### src/rtl/serial_add_ctrl_if.sv
// Handshake and data bundle for serial_add_ctrl.
// The sub line exists only when SERIAL_ADD_SUB_EN is defined.
interface serial_add_ctrl_if #(
  parameter int WIDTH = 4
);
  logic             start;
  logic [WIDTH-1:0] a;
  logic [WIDTH-1:0] b;
  logic             busy;
  logic             done;
  logic [WIDTH-1:0] sum;
  logic             co;
`ifdef SERIAL_ADD_SUB_EN
  logic             sub;

  modport master (output start, a, b, sub, input busy, done, sum, co);
  modport slave  (input start, a, b, sub, output busy, done, sum, co);
`else
  modport master (output start, a, b, input busy, done, sum, co);
  modport slave  (input start, a, b, output busy, done, sum, co);
`endif
endinterface

### src/rtl/serial_add_ctrl.sv
// Bit-serial adder (LSB first, one shared full adder) with IDLE/RUN/DONE control.
// Optional subtract mode when SERIAL_ADD_SUB_EN is defined.
//
// state | meaning
// IDLE  | waiting for start; sum/co hold the last result
// RUN   | one bit per cycle for WIDTH cycles
// DONE  | one-cycle done pulse, then back to IDLE
module serial_add_ctrl #(
  parameter int WIDTH = 4
) (
  input logic            clk,
  input logic            rst,
  serial_add_ctrl_if.slave bus
);
  localparam int CW = (WIDTH > 2) ? $clog2(WIDTH) : 1;
  localparam logic [CW-1:0] LAST = CW'(WIDTH - 1);

  typedef enum logic [1:0] {IDLE, RUN, DONE} state_t;

  state_t           state_q, state_d;
  logic [WIDTH-1:0] a_q, a_d;
  logic [WIDTH-1:0] b_q, b_d;
  logic [WIDTH-1:0] res_q, res_d;
  logic [WIDTH-1:0] sum_q, sum_d;
  logic             carry_q, carry_d;
  logic             co_q, co_d;
  logic [CW-1:0]    cnt_q, cnt_d;
  logic             sub_in;

`ifdef SERIAL_ADD_SUB_EN
  assign sub_in = bus.sub;
`else
  assign sub_in = 1'b0;
`endif

  // Full adder as two half-adder stages.
  logic hs1, hc1, fa_s, hc2, fa_co;
  assign hs1   = a_q[0] ^ b_q[0];
  assign hc1   = a_q[0] & b_q[0];
  assign fa_s  = hs1 ^ carry_q;
  assign hc2   = hs1 & carry_q;
  assign fa_co = hc1 | hc2;

  always_comb begin
    state_d = state_q;
    a_d     = a_q;
    b_d     = b_q;
    res_d   = res_q;
    sum_d   = sum_q;
    carry_d = carry_q;
    co_d    = co_q;
    cnt_d   = cnt_q;
    case (state_q)
      IDLE: begin
        if (bus.start) begin
          a_d     = bus.a;
          b_d     = bus.b ^ {WIDTH{sub_in}};
          carry_d = sub_in;
          cnt_d   = '0;
          state_d = RUN;
        end
      end
      RUN: begin
        a_d     = a_q >> 1;
        b_d     = b_q >> 1;
        carry_d = fa_co;
        res_d   = {fa_s, res_q[WIDTH-1:1]};
        if (cnt_q == LAST) begin
          cnt_d   = '0;
          sum_d   = res_d;
          co_d    = fa_co;
          state_d = DONE;
        end else begin
          cnt_d = cnt_q + CW'(1);
        end
      end
      DONE:    state_d = IDLE;
      default: state_d = IDLE;
    endcase
  end

  always_ff @(posedge clk) begin
    if (rst) begin
      state_q <= IDLE;
      a_q     <= '0;
      b_q     <= '0;
      res_q   <= '0;
      sum_q   <= '0;
      carry_q <= 1'b0;
      co_q    <= 1'b0;
      cnt_q   <= '0;
    end else begin
      state_q <= state_d;
      a_q     <= a_d;
      b_q     <= b_d;
      res_q   <= res_d;
      sum_q   <= sum_d;
      carry_q <= carry_d;
      co_q    <= co_d;
      cnt_q   <= cnt_d;
    end
  end

  assign bus.busy = (state_q != IDLE);
  assign bus.done = (state_q == DONE);
  assign bus.sum  = sum_q;
  assign bus.co   = co_q;
endmodule
### src/flat_wrapper.sv
// flat-port wrapper written by rule: the top's interface ports become plain ports
module serial_add_ctrl_flat 
#(
  parameter int WIDTH = 4
)
  (clk, rst, bus_start, bus_a, bus_b, bus_busy, bus_done, bus_sum, bus_co);
  serial_add_ctrl_if #(.WIDTH(WIDTH)) bus_i ();
  input logic clk;
  input logic rst;
  input wire logic [$bits(bus_i.start)-1:0] bus_start;
  input wire logic [$bits(bus_i.a)-1:0] bus_a;
  input wire logic [$bits(bus_i.b)-1:0] bus_b;
  output wire logic [$bits(bus_i.busy)-1:0] bus_busy;
  output wire logic [$bits(bus_i.done)-1:0] bus_done;
  output wire logic [$bits(bus_i.sum)-1:0] bus_sum;
  output wire logic [$bits(bus_i.co)-1:0] bus_co;
  assign bus_i.start = bus_start;
  assign bus_i.a = bus_a;
  assign bus_i.b = bus_b;
  assign bus_busy = bus_i.busy;
  assign bus_done = bus_i.done;
  assign bus_sum = bus_i.sum;
  assign bus_co = bus_i.co;
  serial_add_ctrl #(.WIDTH(WIDTH)) u_core (.clk(clk), .rst(rst), .bus(bus_i));
endmodule
### config.mk
export PLATFORM = sky130hd
export DESIGN_NAME = serial_add_ctrl_flat
export DESIGN_NICKNAME = d
export VERILOG_FILES = /design/src/rtl/serial_add_ctrl_if.sv /design/src/rtl/serial_add_ctrl.sv /design/src/flat_wrapper.sv
export SDC_FILE = /design/constraint.sdc
export NUM_CORES = 1
export LEC_CHECK = 0
export ABC_AREA = 1
export BUFFER_PORTS_ARGS = -buffer_cell sky130_fd_sc_hd__buf_2
export CAP_MARGIN = 20
export CORE_UTILIZATION = 52
export DETAILED_ROUTE_END_ITERATION = 7
export GPL_ROUTABILITY_DRIVEN = 0
export GPL_TIMING_DRIVEN = 0
export HOLD_SLACK_MARGIN = 0.1
export PLACE_DENSITY = 0.86
export SETUP_SLACK_MARGIN = 0.02
export SYNTH_ARGS = -nofsm -noshare
export SYNTH_HDL_FRONTEND = slang
export SYNTH_SLANG_ARGS = --single-unit
### constraint.sdc
create_clock -name clk -period 1.51 [get_ports clk]
set_input_delay 0.0755 -clock clk [delete_from_list [all_inputs] [get_ports clk]]
set_output_delay 0.0755 -clock clk [all_outputs]
set_load 0.03 [all_outputs]
* Word-level counts from Yosys, hierarchy flattened
Cells that the tools add are included.
** Word-level totals
- Bits in registers :: 22
- Output and inout port bits :: 7
** Cells by class
- Add/sub/neg operators :: 1
- Equal/unequal tests :: 5
- Muxes and demuxes :: 12
- Bitwise logic cells :: 5
- Reduce and logical (&&, ||, !) cells :: 6
** Operator list (number)
- 4-bit one-hot mux with 2 select lines :: 2
- 2-bit 2-to-1 mux :: 4
- 4-bit 2-to-1 mux :: 2
- 2-bit one-hot mux with 2 select lines :: 2
- 2-bit AND reduction :: 3
- 2-bit == test, second input constant :: 2
- 2-bit nonzero test :: 2
- 2-bit by 1-bit adder with 2-bit output, second input constant :: 1
- 1-bit bitwise AND :: 2
- 2-bit by 1-bit == test with 1-bit output, second input constant :: 1
- 2-bit logical NOT :: 1
- 2-bit by 1-bit inequality test with 1-bit output, second input constant :: 1
- 2-bit inequality test, second input constant :: 1
- 1-bit one-hot mux with 2 select lines :: 1
- 1-bit XOR :: 2
- 1-bit 2-to-1 mux :: 1
- 1-bit bitwise OR :: 1

* Logic depth before layout (Yosys ltp)
- Word-level depth :: 4
- Gate-level depth with buffers :: 7

* Worst setup path after synthesis
No wires, ideal clock.
- Path type :: register -> register
- Start :: register u_core.carry_q
- End :: register u_core.res_q[3]
- Setup time :: 0.116 ns
- Arrival :: 0.983 ns
- Required time :: 1.394 ns
- Path slack :: 0.411 ns
- Cell stages (with the launch flop) :: 4
- Buffers on the path :: 0
- Period minus slack after synthesis :: 1.099 ns
- Cell sequence :: dfxtp_1 > fa_1 > o21ai_0 > nor2_1
** On the way
- Cells in the longest elaborated chain, start to end :: 1
** RTL lines
- start: declaration :: line serial_add_ctrl.sv:25 : logic carry_q, carry_d;
- start signal: assignment :: line serial_add_ctrl.sv:98 : carry_q <= carry_d;
- 1-bit XOR :: line serial_add_ctrl.sv:40 : assign fa_s = hs1 ^ carry_q;
- net u_core.fa_s :: line serial_add_ctrl.sv:37 : logic hs1, hc1, fa_s, hc2, fa_co;
- end signal: assignment :: line serial_add_ctrl.sv:96 : res_q <= res_d;
- end: declaration :: line serial_add_ctrl.sv:23 : logic [WIDTH-1:0] res_q, res_d;
The timed path passes the listed nets, and every way through them passes these cells.
A chain may end at the register's enable or synchronous reset.

* Worst setup path in the final report
- Start :: register u_core.state_q[0]
- End :: output port bus_busy
** On the way
- Cells in the longest elaborated chain, start to end :: 1
** RTL lines
- start: declaration :: line serial_add_ctrl.sv:20 : state_t state_q, state_d;
- start signal: assignment :: line serial_add_ctrl.sv:93 : state_q <= state_d;
- 2-bit nonzero test :: line serial_add_ctrl.sv:104 : assign bus.busy = (state_q != IDLE);
- end: declaration :: line flat_wrapper.sv:13 : output wire logic [$bits(bus_i.busy)-1:0] bus_busy;
No other way between the ends.

==> out/qor.yml <==
floorplanning:
  core_region_area_mm2: 0.00156
  io_pins: 18
  fp.dieArea_mm2: 0.00191
  fp.dieW_um: 43.7
  die_y_um: 43.7
  start_util_pct: 57.9
  num_rows: 14
sta:
  slew_viol_final: 0
  max_freq_mhz: 725
  fin_skew_ns: 0.00217
  hold_viol_final: 0
  period_share_pct: 91.3
  setup_viol: 0
  slew_headroom_pct: 74.3
  setup_ws_ns: 0.131
  worst_hold_slack_ns: 0.100
  fin_setup_tns_ns: 0
  rsz0062_at_grt: "false"
  final.min_clock_period_ns: 1.38
  tightest_slew_ns: 0.385
synthesis:
  synth-edff-count: 0
  yosysTopAreaCell: "dfxtp_1"
  async_reset_ff_share_pct: 0
  syn_inst: 123
  yosysMostFrequentCell: "nor2_1"
  yosys_warnings: 0
  avgSynthCellArea_um2: 7.33
  synth_top_area_share_pct: 46.6
  synth_area_um2: 902
  synth_cell_types: 15
  yosys-top-cells-area: "dfxtp_1 (47%), nand3_1 (11%), nor2_1 (9.6%), nand2_1 (8.7%), inv_1 (5.0%)"
  seq_area_frac_synth_pct: 46.6
  synth-seq-cells: 21
  synthFlopType: "dfxtp_1"
  synth_common_cells: "nor2_1 (23), dfxtp_1 (21), nand2_1 (21), nand3_1 (19), inv_1 (12)"
  syn-num-nets: 136
worst_setup_path:
  crit_path_start: "u_core.state_q[0]"
  crit_path_start_kind: "register"
  cp_data_arrival_time_ns: 1.30
  worstPathRequired_ns: 1.43
  rr_startpoint: "u_core.state_q[1]"
  crit_fanout: 6
  crit_path_end_kind: "primary output"
  worstSetupPathType: "register to primary output"
power:
  combPwrFrac_pct: 14.2
  power_frac_seq_pct: 58.8
  swShare_pct: 27.7
  power_density_mw_per_mm2: 956
  total_power_mw: 1.02
  ir_drop_mv: 0.565
  leakage_nw: 0.537
  clock_power_share_pct: 27.0
  intPower_mw: 0.739
  p_sw_mw: 0.283
detailed_routing:
  remaining_drc_errors: 1
  drtAntennaViolNets: 0
  drt-wirelength-per-cell_um: 11.9
  drt-pass1-iter-count: 6
  first_iter_violations: 39
  wl_um: 1940
  vias_per_cell: 5.33
  vias: 869
min_path:
  hold_class: "primary input to register"
  hp-start: "bus_a[2]"
final_layout:
  layoutNonFillerInstCount: 163
  regArea_um2: 420
  syn2layout_area_growth_pct: 18.6
  multi_input_area_um2: 404
  drive_above_1_share_pct: 21.1
  nets: 161
  final_util_pct: 68.6
  stdcell_area_mm2: 0.00107
  fillers: 139
  diodes: 0
run_status:
  failed_checks: "DRC"
  status: "finished with violations"
clock_network:
  cts_buffer_depth: 2
  cts_root_buffer: "clkbuf_4"
  cts_made_buffers: 3
  clock_sinks: 21
  tritoncts: "yes"
  cts_max_level: 1
  post-cts-setup-buffer-count: 0
  clk_pin_slew_ns: 0.12
  clk_latency_ns: 0.31
run:
  max_cap_viol_count: 0
grt:
  grt_pass1_wl_um: 3160
  grt_remaining_overflow: 0
  grt_usage_pct: 22.5
  grt_max_degree: 13
  antenna_found_initial: 0
  grt_pass1_vias: 797
place:
  numPortBuffers: 16
  place_inst: 155
  dp_hpwl_um: 1380
  pre_cts_ws_ns: 0.352
  place_area_mm2: 0.00100
critical path, cell delays in order, from the launching register on:
cell     delay (ns)
dfxtp_1        0.39
nor2_1         0.35
inv_1          0.07
buf_2          0.18
placed cells by master, fill, tap and decap left out:
cell	Yosys	layout
nand2_2	2	2
fa_1	1	1
nor2_2	1	1
buf_4	2	2
clkinv_2	0	1
buf_2	2	18
nor2_1	23	23
inv_1	12	12
ha_1	1	1
dlygate4sd3_1	0	4
clkbuf_4	0	3
dfxtp_1	21	21
a21oi_1	7	7
nor2_4	2	2
inv_2	2	2
nand3_1	19	19
o21ai_0	7	7
nand2_1	21	21
worst paths after layout:
path / slack [ns] / endpoint / cells past startpoint
max reg2reg: 0.33 / u_core.a_q[1] / 7
min reg2reg: 0.47 / u_core.bus.co / 2
min: 0.10 / u_core.a_q[2] / 5
max: 0.13 / bus_busy / 3
cells by family after synthesis:
kind of cell               after synthesis  synth area share (%)
and+or+nand+nor                         68                  33.4
DFF                                     21                  46.6
buffers and inverters                   18                  8.60
AOI/OAI and AO/OA                       14                  7.77
adders and majority gates                2                  3.61
repair_timing:
action / in CTS / in global routing
endpoints found under the setup margin: 0 / 0
hold buffers: 4 / 0
gates resized for setup: 0 / 0
endpoints found under the hold margin: 10 / 0
power by group through the flow:
stage / Clock, mW / Sequential (mW) / Combinational [mW]
global placement: 0 / 0.612 / 0.131
CTS: 0.276 / 0.601 / 0.144
detailed placement: 0 / 0.613 / 0.136
floorplan: 0 / 0.609 / 0.0979
global route: 0.287 / 0.605 / 0.163
finish: 0.276 / 0.601 / 0.145
final cells by class:
| class | count | area share, % |
|---|---|---|
| sequential | 21 | 39.3 |
| multi-input combinational | 84 | 37.8 |
| timing repair buffer | 20 | 11.2 |
| inverter | 14 | 4.91 |
| buffer | 4 | 2.34 |
| clock buffer | 3 | 2.11 |
| tap | 16 | 1.87 |
| clock inverter | 1 | 0.468 |
routing by layer:
metal | vias up | global-route usage, % | wire length [um]
li1 | 437 | - | -
met1 | 408 | 29.5 | 869
met2 | 19 | 35.5 | 960
met3 | 5 | 2.50 | 66
met4 | 0 | 13.8 | 42
met5 | - | 0 | 0
flip-flops by register name (all words and copies together), names as in the netlist:
signal and flops:
u_core.carry_q 1, u_core.bus.sum 4, u_core.a_q 4, u_core.state_q 2
u_core.res_q 3, u_core.b_q 4, u_core.bus.co 1, u_core.cnt_q 2
Note: power is estimated with default switching activity, not from simulation.
